## src/rtl/alu_op_responder.sv

```systemverilog
// alu_op_responder: valid/ready ALU execution unit.
// Single-cycle ADD/SUB/AND/OR. SLL/SRA are bit-serial: one bit position per clock.
module alu_op_responder #(
  parameter int WIDTH   = 32,
  parameter int SHAMT_W = 5
) (
  input  logic               clock,
  input  logic               reset_n,
  input  logic               req_valid,
  output logic               req_ready,
  input  logic [4:0]         opcode,
  input  logic [WIDTH-1:0]   in1,
  input  logic [WIDTH-1:0]   in2,
  input  logic [SHAMT_W-1:0] shamt,
  output logic               resp_valid,
  input  logic               resp_ready,
  output logic [WIDTH-1:0]   result,
  output logic               overflow,
  output logic               isNotEqual,
  output logic               isLessThan
);

  localparam logic [4:0] OP_ADD = 5'b00000;
  localparam logic [4:0] OP_SUB = 5'b00001;
  localparam logic [4:0] OP_AND = 5'b00010;
  localparam logic [4:0] OP_OR  = 5'b00011;
  localparam logic [4:0] OP_SLL = 5'b00100;
  localparam logic [4:0] OP_SRA = 5'b00101;

  typedef enum logic [1:0] {S_IDLE, S_BUSY, S_RESP} state_t;

  state_t             r_state, w_next;
  logic [4:0]         r_op;
  logic [WIDTH-1:0]   r_a, r_b;
  logic [SHAMT_W-1:0] r_cnt;
  logic [WIDTH-1:0]   r_result;
  logic               r_ovf, r_ne, r_lt;

  logic               w_is_sub, w_is_shift;
  logic [WIDTH-1:0]   w_binv, w_sum;
  logic               w_add_ovf;
  logic [WIDTH-1:0]   w_res;
  logic               w_ovf, w_ne, w_lt;

  // State register
  always_ff @(posedge clock) begin
    if (!reset_n) r_state <= S_IDLE;
    else          r_state <= w_next;
  end

  // Next-state and handshake outputs
  always_comb begin
    w_next     = r_state;
    req_ready  = 1'b0;
    resp_valid = 1'b0;
    case (r_state)
      S_IDLE: begin
        req_ready = 1'b1;
        if (req_valid) w_next = S_BUSY;
      end
      S_BUSY: begin
        if (r_cnt == '0) w_next = S_RESP;
      end
      S_RESP: begin
        resp_valid = 1'b1;
        if (resp_ready) w_next = S_IDLE;
      end
      default: w_next = S_IDLE;
    endcase
  end

  // Adder shared by ADD and SUB (SUB = A + ~B + 1)
  always_comb begin
    w_is_sub  = (r_op == OP_SUB);
    w_binv    = w_is_sub ? ~r_b : r_b;
    w_sum     = r_a + w_binv + WIDTH'(w_is_sub);
    w_add_ovf = (r_a[WIDTH-1] == w_binv[WIDTH-1]) && (w_sum[WIDTH-1] != r_a[WIDTH-1]);
  end

  // Final result/flags selection; shifts already sit fully shifted in r_a
  always_comb begin
    w_res = '0;
    w_ovf = 1'b0;
    w_ne  = 1'b0;
    w_lt  = 1'b0;
    case (r_op)
      OP_ADD: begin
        w_res = w_sum;
        w_ovf = w_add_ovf;
      end
      OP_SUB: begin
        w_res = w_sum;
        w_ovf = w_add_ovf;
        w_ne  = |w_sum;
        w_lt  = w_sum[WIDTH-1] ^ w_add_ovf;
      end
      OP_AND:         w_res = r_a & r_b;
      OP_OR:          w_res = r_a | r_b;
      OP_SLL, OP_SRA: w_res = r_a;
      default:        w_res = '0;
    endcase
  end

  assign w_is_shift = (opcode == OP_SLL) || (opcode == OP_SRA);

  // Operand capture, serial shifting and result registration
  always_ff @(posedge clock) begin
    if (!reset_n) begin
      r_op     <= '0;
      r_a      <= '0;
      r_b      <= '0;
      r_cnt    <= '0;
      r_result <= '0;
      r_ovf    <= 1'b0;
      r_ne     <= 1'b0;
      r_lt     <= 1'b0;
    end else begin
      case (r_state)
        S_IDLE: begin
          if (req_valid) begin
            r_op  <= opcode;
            r_a   <= in1;
            r_b   <= in2;
            r_cnt <= w_is_shift ? shamt : '0;
          end
        end
        S_BUSY: begin
          if (r_cnt == '0) begin
            r_result <= w_res;
            r_ovf    <= w_ovf;
            r_ne     <= w_ne;
            r_lt     <= w_lt;
          end else begin
            // Only shifts ever load a non-zero count
            if (r_op == OP_SRA) r_a <= {r_a[WIDTH-1], r_a[WIDTH-1:1]};
            else                r_a <= {r_a[WIDTH-2:0], 1'b0};
            r_cnt <= r_cnt - 1'b1;
          end
        end
        default: ;
      endcase
    end
  end

  assign result     = r_result;
  assign overflow   = r_ovf;
  assign isNotEqual = r_ne;
  assign isLessThan = r_lt;

endmodule
```

## config.mk

```make
export PLATFORM = sky130hd
export DESIGN_NAME = alu_op_responder
export DESIGN_NICKNAME = d
export VERILOG_FILES = /design/src/rtl/alu_op_responder.sv
export SDC_FILE = /design/constraint.sdc
export NUM_CORES = 1
export LEC_CHECK = 0
export ABC_CLOCK_PERIOD_IN_PS = 7000
export CAP_MARGIN = 20
export CORE_ASPECT_RATIO = 1.5
export CORE_UTILIZATION = 50
export DETAILED_ROUTE_END_ITERATION = 10
export PLACE_DENSITY = 0.74
export SLEW_MARGIN = 10
export SYNTH_ARGS = -nofsm -noshare
export SYNTH_HDL_FRONTEND = slang
export SYNTH_SLANG_ARGS = --single-unit
```

## constraint.sdc

```tcl
create_clock -name clock -period 7 [get_ports clock]
set_input_delay 1.05 -clock clock [delete_from_list [all_inputs] [get_ports clock]]
set_output_delay 1.05 -clock clock [all_outputs]
set_load 0.005 [all_outputs]
```

* After elaboration in Yosys (flattened, before gate mapping)
Cells that the tools add are included.
Storage, ports and cells: bits in registers 111, input bits 78
Cells by class: add/subtract/negate cells 3, equal/unequal tests 16, multiplexer cells 19, bitwise operators 4, reductions and logical operators 14
Operator list (count):
- $mux 32 | 4
- $pmux 32 s4 | 1
- $pmux 32 s2 | 1
- $add 32x1->32 | 1
- $add 32x32->32 | 1
- $and 32x32->32 | 1
- $not 32->32 | 1
- $or 32x32->32 | 1
- $reduce_or 32->1 | 1
- $eq 5x3->1 const B | 4
- $mux 5 | 3
- $eq 5x2->1 const B | 2
- $logic_not 5->1 | 2
- $ne 2x2->1 const B | 5
- $pmux 5 s2 | 1
- $mux 2 | 3
- $pmux 2 s3 | 1
- $reduce_and 3->1 | 2
- $eq 5x1->1 const B | 1
- $mux 1 | 5
- $sub 5x1->5 const B | 1
- $reduce_and 2->1 | 2
- $reduce_and 4->1 | 1
- $reduce_or 2->1 | 2
- 9 further kinds | 9

* Depth between registers and ports, before layout
depth in word-level cells 8, depth in mapped cells 15, depth with buffers taken out 13

* Least setup slack after synthesis
OpenSTA, ideal clock, no wires.
path kind flip-flop to flip-flop, start point reg r_op[1], end point reg r_ne (netlist: isNotEqual), library setup time 0.127 ns, data arrival time 3.820 ns, data required time 6.873 ns, slack 3.053 ns, cell stages (with the launch flop) 15, period minus slack after synthesis 3.947 ns, cells stage by stage dfxtp_1 -> nor4_1 -> nand2_1 -> buf_1 -> xnor2_1 -> fa_1 -> a211oi_2 -> o21ai_1 -> a221oi_4 -> o2111a_2 -> o21ai_1 -> a31o_2 -> a31o_2 -> a2111oi_2 -> a21oi_1
Between the ends: longest elaborated chain between the ends 6
Ends and longest elaborated chain:
- start, declared | RTL line 33 | logic [4:0] r_op;
- start signal, assigned | RTL line 121 | r_op <= opcode;
- $eq 5x1->1 (*) | RTL line 74, 86
- $mux 32 | RTL line 75 | w_binv = w_is_sub ? ~r_b : r_b;
- $add 32x32->32 | RTL line 76 | w_sum = r_a + w_binv + WIDTH'(w_is_sub);
- $add 32x1->32 | RTL line 76
- $reduce_or 32->1 | RTL line 94 | w_ne = |w_sum;
- $mux 1 (*) | RTL line 86 | case (r_op)
- end signal, assigned | RTL line 131 | r_ne <= w_ne;
- end, declared | RTL line 37 | logic r_ovf, r_ne, r_lt;
Mark *: on every way between the ends. The rest lies on a longest branch, timed or not. A chain may end at the register's enable or synchronous reset.

* Final worst setup path
Ends and elaborated chain as after synthesis.

==> impl_metrics.yaml <==
logic_synthesis:
  synthSimpleGateAreaFrac_pct: 24.3
  synth_mux_area_share_pct: 0.371
  synth-edff-count: 0
  synth-compound-area-share_pct: 27.8
  synth_seq_cells: 111
  synth_area_leaders: "dfxtp_1 27%, nand2_1 8.3%, ha_1 5.7%, a21oi_1 4.9%, xnor2_1 4.3%"
  ys_warn_count: 0
  synth-async-reset-ratio_pct: 0
  synthFlopType: "dfxtp_1"
  synth_cell_type_count: 75
  syn_area_sq_um: 8090
  synth_top_family_by_area: "compound AO/OA/AOI/OAI gates"
  yosysSeqAreaShare_pct: 27.5
  postSynthAreaPerCell_sq_um: 7.60
  syn-num-nets: 1181
  synthCells: 1065
  yosys.area.top_type: "dfxtp_1"
  yosys.area_share.xor_xnor_pct: 5.84
  synth_top_area_share_pct: 27.5
  synth-adder-area-share_pct: 9.93
clock_tree:
  cts_max_level: 3
  numCtsBuffers: 9
  clk_pin_slew_ps: 80
  post_cts_resized: 0
  ctsLongestPathBuffers: 2
  insertion_delay_ps: 360
  cts-root-buf: "clkbuf_16"
  cts_tree: "built"
  cts_hold_buf: 0
  post_cts.repair.setup_buffers: 0
  cts_sinks: 111
global_route:
  grt_pass1_wl_mm: 40.0
  gr-usage-all-layers_pct: 30.2
  grt_max_degree: 105
  grt_pass1_vias: 7880
  grt.overflow.total: 0
  antenna_found_initial: 0
floorplanning:
  pin_count: 115
  initial_core_util_pct: 51.6
  dieWidth_microns: 106
  fp-row-count: 56
  die_h_microns: 158
  core-area_sq_um: 15700
  dieArea_sq_um: 16700
finish:
  layout-drive-gt1-share_pct: 5.22
  seqCellArea_sq_um: 2220
  syn_to_final_growth_pct: 19.1
  nFillCells: 1475
  finalNetCount: 1242
  multiInputGateArea_sq_um: 5580
  num_antenna_cells: 0
setup_path:
  critPathSlowestCell: "fa_1"
  crit_path_max_incr_delay_ps: 480
  startpoint_type: "flop"
  arrival_ps: 4400
  crit_family: "compound AO/OA/AOI/OAI gates"
  crit_fanout: 20
  critPathKind: "reg -> reg"
  cp.required_ps: 7240
  cp_cell_sequence: "nor4_2 -> nand2_2 -> buf_4 -> xnor2_1 -> fa_1 -> a211oi_2 -> o21ai_1 -> a221oi_4 -> o2111a_2 -> o21ai_1 -> a31o_2 -> a31o_2 -> a2111oi_2 -> a21oi_1"
  crit_buf_inv: 1
  critPathCaptureType: "flop"
pwr:
  p_int_mw: 1.34
  p_sw_uw: 927
  power_mw: 2.27
  seqPwrFrac_pct: 35.0
  comb_power_share_pct: 41.7
  pwr-share-clk_pct: 23.2
  swShare_pct: 40.8
  p_leak_nw: 3.48
  p_per_area_nw_per_um2: 236
  max-vdd-ir-drop_v: 0.000141
route:
  drt-total-wl_mm: 24.8
  first_iter_violations: 535
  dr_total_vias: 8100
  dr.pass1.iters: 9
  drt_drc_violations_left: 0
  drt.antenna.violating_nets: 0
  via_per_inst: 6.07
  wl_per_cell_microns: 18.6
sta:
  slew-limit-headroom_pct: 39.0
  tightest_slew_ps: 906
  final-setup-viol-count: 0
  clock_skew_ps: 10.8
  fin_crit_ps: 4160
  slew_violations: 0
  setup_tns_ps: 0
  rsz0062_at_grt: "no"
  max_freq_mhz: 241
  min_period_over_period_pct: 59.4
  hold_violations: 0
place:
  place.gp.congestion: 0.954
  dpl.hpwl_mm: 17.1
  portBuffers: 114
min_path:
  hold_path_class: "reg -> reg"
job:
  drv_cap: 0
status:
  status: "finished clean"
metal layers:
metal / track usage (%) / share of wire, % / vias to the layer above
li1: - / - / 3989
met1: 34.2 / 40 / 3842
met2: 57.7 / 53 / 216
met3: 3.29 / 3.4 / 53
met4: 10.8 / 2.7 / 0
met5: 0 / 0 / -
sequential cells by signal, indices dropped and copies added (netlist names):
signal      cells
isLessThan      1
overflow        1
r_op            5
r_state         2
isNotEqual      1
r_cnt           5
r_b            32
r_a            32
result         32
cells in the mapped netlist (all sizes together), types with 23 or more instances:
master and count:
nand3 44, a311oi 30, dfxtp 111, nor2b 48
clkbuf 66, ha 37, a21oi 81, maj3 32
a22oi 23, o21ai 50, nand2 180, nor2 62
a21boi 38, xnor2 40
cell type report:
class / instances / share of cell area (%)
Multi-Input combinational cell: 862 / 57.9
Tap cell: 203 / 2.64
Clock inverter: 5 / 0.532
Clock buffer: 11 / 2.52
Inverter: 15 / 0.584
Sequential cell: 111 / 23.1
Timing Repair Buffer: 127 / 12.8
path summary, 6_finish.rpt:
kind	start	endpoint	slack [ps]	depth (start not counted)
setup / recovery	r_op[1]$_SDFFE_PN0P_	isNotEqual$_SDFFE_PN0P_	2840	14
hold / removal	result[27]$_SDFFE_PN0P_	result[27]$_SDFFE_PN0P_	460	2
setup reg to reg	r_op[1]$_SDFFE_PN0P_	isNotEqual$_SDFFE_PN0P_	2840	14
hold reg to reg	result[27]$_SDFFE_PN0P_	result[27]$_SDFFE_PN0P_	460	2
worst register-to-register path, stage by stage, from the launching register on:
cell and delay [ps]:
dfxtp_1 400, nor4_2 380, nand2_2 90, buf_4 240
xnor2_1 210, fa_1 480, a211oi_2 220, o21ai_1 210
a221oi_4 400, o2111a_2 360, o21ai_1 110, a31o_2 250
a31o_2 240, a2111oi_2 340, a21oi_1 110
kinds of logic after synthesis:
family	after synthesis
fa+ha+maj	70
compound gates	319
simple gates	416
xor+xnor	54
mux	3
buf+inv	92
flops	111
power groups by stage:
stage / clock network [mW] / logic, mW / registers [mW]
5_1_grt: 0.566 / 1.05 / 0.806
3_3_place_gp: 0 / 0.925 / 0.806
2_1_floorplan: 0 / 0.675 / 0.778
3_5_place_dp: 0 / 0.934 / 0.808
4_1_cts: 0.537 / 0.940 / 0.793
6_report: 0.527 / 0.947 / 0.796
through the flow:
step / util (%) / setup slack, ps / hold slack, ps / instances / instance area (sq um)
after floorplan: - / 3050 / 451 / 1065 / 8090
after global placement: 59.5 / 2960 / 453 / 1318 / 9340
after detailed placement: 59.5 / 2880 / 455 / 1318 / 9340
after CTS: 61.4 / 2850 / 466 / 1334 / 9640
after global routing: 61.4 / 2540 / 503 / 1334 / 9640
final: 61.4 / 2840 / 462 / 1334 / 9640
cell usage in the layout, fill, tap and decap left out, types with 23 or more instances in the layout:
cell type,count
a21boi_0,36
a21oi_1,80
a22oi_1,23
a311oi_1,30
clkdlybuf4s50_1,113
dfxtp_1,110
ha_1,37
maj3_1,32
nand2_1,178
nand3_1,44
nor2_1,61
nor2b_1,47
o21ai_0,44
xnor2_1,40
Power figures use the tool's default switching activity.
